## config.mk

```make
export PLATFORM = sky130hd
export DESIGN_NAME = crc_frame_rx
export DESIGN_NICKNAME = d
export VERILOG_FILES = /design/src/rtl/crc_frame_rx.sv
export SDC_FILE = /design/constraint.sdc
export NUM_CORES = 1
export LEC_CHECK = 0
export ABC_AREA = 1
export BUFFER_PORTS_ARGS = -buffer_cell sky130_fd_sc_hd__buf_2
export CAP_MARGIN = 20
export CELL_PAD_IN_SITES_DETAIL_PLACEMENT = 0
export CELL_PAD_IN_SITES_GLOBAL_PLACEMENT = 2
export CORE_ASPECT_RATIO = 0.75
export CORE_MARGIN = 2
export CORE_UTILIZATION = 30
export CTS_CLUSTER_SIZE = 10
export DETAILED_ROUTE_END_ITERATION = 8
export GPL_TIMING_DRIVEN = 0
export PLACE_DENSITY = 0.76
export SLEW_MARGIN = 15
export SYNTH_ARGS = -nofsm -noshare
export SYNTH_HDL_FRONTEND = slang
export SYNTH_SLANG_ARGS = --single-unit
```

## constraint.sdc

```tcl
create_clock -name clk -period 1.8 [get_ports clk]
set_clock_uncertainty 0.05 [all_clocks]
set_input_delay 0.09 -clock clk [delete_from_list [all_inputs] [get_ports clk]]
set_output_delay 0.09 -clock clk [all_outputs]
set_load 0.01 [all_outputs]
```

## src/rtl/crc_frame_rx.sv

```systemverilog
// crc_frame_rx: bit-serial frame receiver with an on-the-fly CRC check.
// A frame is BW payload bits followed by CRC_BW CRC bits, MSB first. The
// running polynomial remainder is updated per accepted bit. A frame passes
// when the remainder of the whole frame is zero. The payload and its pass
// flag are then held on a valid/ready port.
//
// Handshake: payload_out/crc_ok are valid while frame_valid=1 and remain
// stable until a rising edge where frame_valid=1 and frame_ready=1. That
// edge transfers the frame.
module crc_frame_rx #(
    parameter int                BW      = 40,
    parameter int                CRC_BW  = 8,
    parameter logic [CRC_BW-1:0] DIVISOR = 8'b0000_0111
) (
    input  logic          clk,
    input  logic          rst,
    input  logic          sof,
    input  logic          bit_in,
    input  logic          bit_valid,
    input  logic          frame_ready,
    output logic          frame_valid,
    output logic [BW-1:0] payload_out,
    output logic          crc_ok,
    output logic          busy,
    output logic          drop
);

    localparam int TOTAL = BW + CRC_BW;
    localparam int CW    = $clog2(TOTAL + 1);

    // Count value held when the final frame bit arrives, and payload length.
    localparam logic [CW-1:0] CNT_LAST = CW'(TOTAL - 1);
    localparam logic [CW-1:0] CNT_BW   = CW'(BW);

    typedef enum logic [1:0] {
        S_IDLE = 2'd0,
        S_RECV = 2'd1,
        S_HOLD = 2'd2
    } state_t;

    state_t              r_state;
    state_t              w_next_state;
    logic [CW-1:0]       r_cnt;
    logic [CRC_BW-1:0]   r_rem;
    logic [BW-1:0]       r_payload;
    logic                r_crc_ok;
    logic                r_drop;

    logic                w_start;     // bit_in is bit 0 of a new frame
    logic                w_cont;      // bit_in continues the current frame
    logic                w_discard;   // bit_in is accepted but thrown away
    logic                w_last;      // bit_in completes the frame
    logic [CRC_BW-1:0]   w_rem_base;
    logic [CRC_BW-1:0]   w_rem_next;
    logic [BW-1:0]       w_payload_shift;

    // State register.
    always_ff @(posedge clk) begin
        if (rst) begin
            r_state <= S_IDLE;
        end else begin
            r_state <= w_next_state;
        end
    end

    // Next-state and per-bit classification: start, continue or discard.
    always_comb begin
        w_next_state = r_state;
        w_start      = 1'b0;
        w_cont       = 1'b0;
        w_discard    = 1'b0;
        case (r_state)
            S_IDLE: begin
                if (bit_valid) begin
                    if (sof) begin
                        w_start      = 1'b1;
                        w_next_state = S_RECV;
                    end else begin
                        w_discard = 1'b1;
                    end
                end
            end
            S_RECV: begin
                if (bit_valid) begin
                    if (sof) begin
                        // Abort and restart. The state stays in RECV.
                        w_start = 1'b1;
                    end else begin
                        w_cont = 1'b1;
                        if (r_cnt == CNT_LAST) begin
                            w_next_state = S_HOLD;
                        end
                    end
                end
            end
            S_HOLD: begin
                if (frame_ready) begin
                    if (bit_valid && sof) begin
                        // Back-to-back: the next frame starts in the transfer cycle.
                        w_start      = 1'b1;
                        w_next_state = S_RECV;
                    end else begin
                        w_next_state = S_IDLE;
                        w_discard    = bit_valid;
                    end
                end else begin
                    w_discard = bit_valid;
                end
            end
            default: begin
                w_next_state = S_IDLE;
            end
        endcase
    end

    // State-decoded outputs.
    always_comb begin
        frame_valid = (r_state == S_HOLD);
        busy        = (r_state == S_RECV);
    end

    // One division step. A new frame restarts from a zero remainder.
    always_comb begin
        w_rem_base      = w_start ? '0 : r_rem;
        w_rem_next      = {w_rem_base[CRC_BW-2:0], bit_in}
                          ^ (w_rem_base[CRC_BW-1] ? DIVISOR : '0);
        w_payload_shift = {r_payload[BW-2:0], bit_in};
        w_last          = w_cont && (r_cnt == CNT_LAST);
    end

    // Datapath: bit counter, remainder, payload shift register, flags.
    always_ff @(posedge clk) begin
        if (rst) begin
            r_cnt     <= '0;
            r_rem     <= '0;
            r_payload <= '0;
            r_crc_ok  <= 1'b0;
            r_drop    <= 1'b0;
        end else begin
            r_drop <= w_discard;
            if (w_start) begin
                r_cnt     <= CW'(1);
                r_rem     <= w_rem_next;
                r_payload <= w_payload_shift;
            end else if (w_cont) begin
                r_cnt <= r_cnt + CW'(1);
                r_rem <= w_rem_next;
                // Only payload bits enter the shift register. CRC bits update only the remainder.
                if (r_cnt < CNT_BW) begin
                    r_payload <= w_payload_shift;
                end
                if (w_last) begin
                    r_crc_ok <= (w_rem_next == '0);
                end
            end else if ((r_state == S_HOLD) && frame_ready) begin
                r_cnt <= '0;
            end
        end
    end

    assign payload_out = r_payload;
    assign crc_ok      = r_crc_ok;
    assign drop        = r_drop;

endmodule
```

Word-level counts from Yosys, hierarchy flattened
Index checks and enable logic that the tools add are counted.

storage, ports and cells
  bits in registers = 58
  bits in latches = 0
  memory bits (writable) = 0
  ROM bits = 0
  input bits = 6
  logic and storage cells = 63
  memories kept = 0

cells by class
  add/subtract/negate cells = 1
  multipliers = 0
  divide/modulo/power cells = 0
  order comparisons = 1
  eq/ne operators = 9
  shifts and indexed selects = 0
  multiplexer cells = 29
  bitwise operators = 2
  reductions and logical operators = 14

operator list
  cell                                                              count
  40-bit 2-to-1 mux                                                 3
  8-bit 2-to-1 mux                                                  3
  2-bit 2-to-1 mux                                                  6
  6-bit 2-to-1 mux                                                  2
  1-bit 2-to-1 mux                                                  11
  2-bit != test (second input constant)                             5
  8-bit zero test                                                   1
  8-bit by 3-bit bitwise XOR with 8-bit output                      1
  6-bit by 1-bit adder with 6-bit output (second input constant)    1
  6-bit == test (second input constant)                             1
  6-bit less-than comparator (second input constant)                1
  2-bit case mux with 3 select lines                                1
  6-bit AND reduction                                               1
  2-bit nonzero test                                                3
  1-bit case mux with 2 select lines                                2
  2-bit OR reduction                                                2
  1-bit logical AND                                                 3
  3-bit 2-to-1 mux                                                  1
  3-bit AND reduction                                               1
  3-bit nonzero test                                                1
  2-bit by 1-bit == test with 1-bit output (second input constant)  1
  2-bit == test (second input constant)                             1
  2-bit zero test                                                   1
  2-bit by 1-bit != test with 1-bit output (second input constant)  1
  other kinds (2)                                                   2

Depth between registers and ports, before layout
  depth after elaboration = 9
  depth in mapped cells = 10

Worst setup path before layout
OpenSTA, ideal clock, no wires.

  path kind = register -> register
  start = register r_state[1]
  end = register r_payload[39] (netlist: payload_out[39])
  library setup time = 0.116 ns
  arrival time = 1.139 ns
  data required time = 1.634 ns
  setup slack = 0.495 ns
  cell stages (with the launch flop) = 11
  path buffers = 2
  period minus slack after synthesis = 1.305 ns
  path through = dfxtp_1 inv_2 nand2_2 nor2_4 nand2_2 nand2_2 inv_2 buf_6 buf_6 nor2_2 nor2_1

on the way
  word-level cells in the longest chain between the ends = 5
  elaborated cells on any way between the ends = 10

ends and longest elaborated chain
  item                                                                                line  source
  start, declared                                                                     41    state_t r_state;
  start signal, assigned                                                              62    r_state <= w_next_state;
  2-bit by 1-bit == test with 1-bit output / 2-bit zero test (equally long branches)  72    case (r_state)
  2-bit OR reduction (no source line)                                                 --
  1-bit case mux with 2 select lines                                                  72
  2-bit nonzero test (no source line)                                                 --
  2-bit AND reduction (no source line)                                                --
  end signal, assigned                                                                144   r_payload <= w_payload_shift;
  end signal, assigned                                                                150   r_payload <= w_payload_shift;
  end, declared                                                                       45    logic [BW-1:0] r_payload;

Several ways; a longest one is shown, not always the timed one.
A chain may end at the register's enable or synchronous reset.

Final worst setup path
  start = register r_state[0]
  end = register r_drop (netlist: drop)

on the way
  word-level cells in the longest chain between the ends = 2
  elaborated cells on any way between the ends = 3

ends and longest elaborated chain
  item                                                     line  source
  2-bit == test / 2-bit zero test (equally long branches)  72
  1-bit case mux with 2 select lines *                     72
  end signal, assigned                                     140   r_drop <= w_discard;
  end, declared                                            47    logic r_drop;

Every way passes the cells marked *; elsewhere a longest branch is shown, timed or not.

==> impl_results.md <==
* Status: finished, final reports clean
* Critical Path End Type: flop
* Area share of fa/ha/maj cells after synthesis at 0.539%
* Clk sinks at 58
* Synth Flop Type: dfxtp_1
* Synth cell types at 25
* Via count at 2,120
* Post-synth EDFFs at 0
* Total grt overflow at 0
* Fin. Hold Viols at 0
* Pwr/cell area at 984 nW/um^2
* Num rows at 27
* GRT Overall Usage at 14.4%
* Synth Net Count at 319
* Die H at 80.2 um
* Fin Setup TNS at 0 ns
* Detailed placement HPWL at 3840 um
* Final cell count without fillers at 480
* Htree depth at 3
* Sequential fraction of the synthesis area at 50.1%
* Startpoint Class: flop
* Reg2reg end: drop$_SDFF_PP0_
* Unrepaired setup endpoints after global routing: false
* Synth top area share at 50.1%
* Fmax at 0.630 GHz
* Top cells by count, synth: nor2_1, dfxtp_1, o21ai_0, nand2_1
* Fin nets at 382
* Fill count at 818
* Final Util at 38.8%
* RD Place Congestion at 0.751
* Proportion of layout cells with a drive suffix above 1 at 24.3%
* CTS Root Cell: clkbuf_8
* Avg WL per Cell at 11.8 um
* Synth warn at 0
* Post-Syn Area per Cell at 7.44 um^2
* Compound-Gate Fraction of Synth Area at 15.3%
* WS Path Type: reg -> reg
* Die area at 8460 um^2
* Count leader, synth: nor2_1
* R2R Setup Slk at 0.21 ns
* Buffers on Ports at 48
* CTS tree: done
* Synthesized cell area at 2320 um^2
* Worst hold start: frame_ready
* Max-slew headroom at 74.9%
* Synth Area in XOR/XNOR at 0.755%
* Area contributors post-synth: dfxtp_1, nor2_1, o21ai_0, nand2_1, a21oi_1
* Largest net degree at the start of global routing at 11
* # diodes at 0
* Max-slew violation count at 0
* Vias in the first global route at 1,922
* Post-synthesis register bit count at 58
* CP Data Required Time at 2.03 ns
* Peak VDD IR at 349 uV
* Worst hold path depth at 4
* Core area at 7430 um^2
* Multi-input logic area at 985 um^2
* Largest family of logic cells by synthesized area: simple AND/OR/NAND/NOR gates
* Register area at 1160 um^2
* R2R depth at 6
* CP Max Fanout at 5
* DR pass1 iterations at 4
* IO Pins at 50
* Ys async rst share at 0%
* Slew @ Worst Pin at 0.377 ns
* Hold crit path type: in -> reg
* Mux share of post-synthesis cell area at 0%
* Hold Crit Endpoint: r_state[1]$_SDFFE_PP0P_
* Detail Route Antenna Nets at 0
* Simple-gate share of the synthesized area at 25.9%
* Final wirelength at 5650 um
* Total CTS buffers at 9
* Max Cap Viol at 0
* Clk slew on worst S/H paths at 0.06 ns
* First-pass GRT wire length at 9470 um
* FF-to-FF Start: r_state[0]$_SDFFE_PP0P_
* Area Growth Syn to Fin at 24.4%
* Worst skew pair latency at 0.34 ns
* Leak at 1.38 nW
* Clk buf depth at 2
* Post-Synthesis Cells at 312
* Period utilization at 88.2%
* Setup violators final at 0
* Vias per cell at 4.42
* Initial antenna violation count at 0
* Initial DRC Count at 82
* Largest area contributor in the netlist: dfxtp_1
* Initial core utilization at 31.2%
* CP Data Arrival Time at 1.82 ns
* DIE WIDTH at 106 um
* Placed Instances at 461
* Residual DRC at 0
* Crit path time final at 1.59 ns
[final cells by class]
class,instances,share of cell area [%]
clock inverter,6,1.21
buffer,15,3.17
tap,101,4.38
sequential,58,40.2
inverter,22,2.86
clock buffer,9,4.29
multi-input combinational,217,34.1
timing repair buffer,52,9.71
[what timing repair did]
item | in CTS | in global routing
setup endpoints to repair | 0 | 0
resized for setup | 0 | 0
hold endpoints to repair | 4 | 0
hold buffers | 4 | 0
setup buffers | 0 | 0
[kinds of logic after synthesis]
| logic type | after synthesis |
|---|---|
| AO/OA/AOI/OAI | 69 |
| XOR/XNOR | 2 |
| adder cells (fa/ha/maj) | 1 |
| buffers and inverters | 37 |
| flip-flops | 58 |
| AND/OR/NAND/NOR | 145 |
[worst max-delay path by stage]
| stage | startpoint | endpoint |
|---|---|---|
| after floorplan | r_state[1]$_SDFFE_PP0P_ | payload_out[39]$_SDFFE_PP0P_ |
| after global placement | r_cnt[0]$_SDFFE_PP0P_ | crc_ok$_SDFFE_PP0P_ |
| after detailed placement | r_cnt[0]$_SDFFE_PP0P_ | crc_ok$_SDFFE_PP0P_ |
| after CTS | r_state[0]$_SDFFE_PP0P_ | drop$_SDFF_PP0_ |
| after global routing | r_state[0]$_SDFFE_PP0P_ | drop$_SDFF_PP0_ |
| final | r_state[0]$_SDFFE_PP0P_ | drop$_SDFF_PP0_ |
[worst max-delay path: stages (launching register included)]
cell           delay [ns]
dfxtp_1              0.34
inv_1                0.13
nand2_1              0.09
inv_1                0.08
nand2_1              0.09
a211oi_1             0.20
dlygate4sd3_1        0.56
[report_power, final]
part	internal, mW	leakage, nW	switching [mW]	total, mW
Clock	0.480	0.0806	0.522	1.00
Sequential	1.37	0.476	0.0646	1.44
Combinational	0.153	0.819	0.247	0.401
Total	2.01	1.38	0.834	2.84
[metal layers]
| layer | up-vias | global-route usage, % | part of all wire [%] |
|---|---|---|---|
| met1 | 942 | 20.7 | 55 |
| met4 | 0 | 4.34 | 1.3 |
| li1 | 1128 | - | - |
| met5 | - | 0 | 0 |
| met2 | 42 | 19.2 | 39 |
| met3 | 8 | 5.93 | 4.7 |
[flip-flops by register name (all words and copies together), names as in the netlist]
name / flops
payload_out: 40
r_rem: 8
r_cnt: 6
r_state: 2
crc_ok: 1
drop: 1
[stage by stage]
step / instance area [um^2] / hold WS [ns] / setup WS [ns] / total power [mW]
CTS: 2890 / 0.0398 / 0.219 / 2.90
finish: 2890 / 0.0671 / 0.213 / 2.84
floorplan: 2320 / 0.182 / 0.495 / 1.71
detailed placement: 2690 / 0.320 / 0.264 / 1.86
global placement: 2690 / 0.320 / 0.271 / 1.86
global route: 2890 / 0.0744 / 0.0205 / 3.01
[cells in the final DEF (no fill, tap or decap)]
cell type and n:
xor2_1 2, a211oi_1 2, nand2_1 43, buf_4 1, a21oi_1 18, nand2_2 4, clkbuf_2 1, nand3_1 6
clkinv_2 4, dlygate4sd3_1 4, clkbuf_8 9, clkinvlp_4 2, ha_1 1, nor2_4 1, inv_2 3, a221oi_1 1
buf_6 3, nor2_1 78, buf_2 54, o21ai_0 46, dfxtp_1 58, inv_1 18, o21ai_1 2, clkinv_1 1
nor3b_1 1, nor3_1 2, clkbuf_1 3, buf_1 1, nor2_2 10
(Power assumes the default switching activity.)
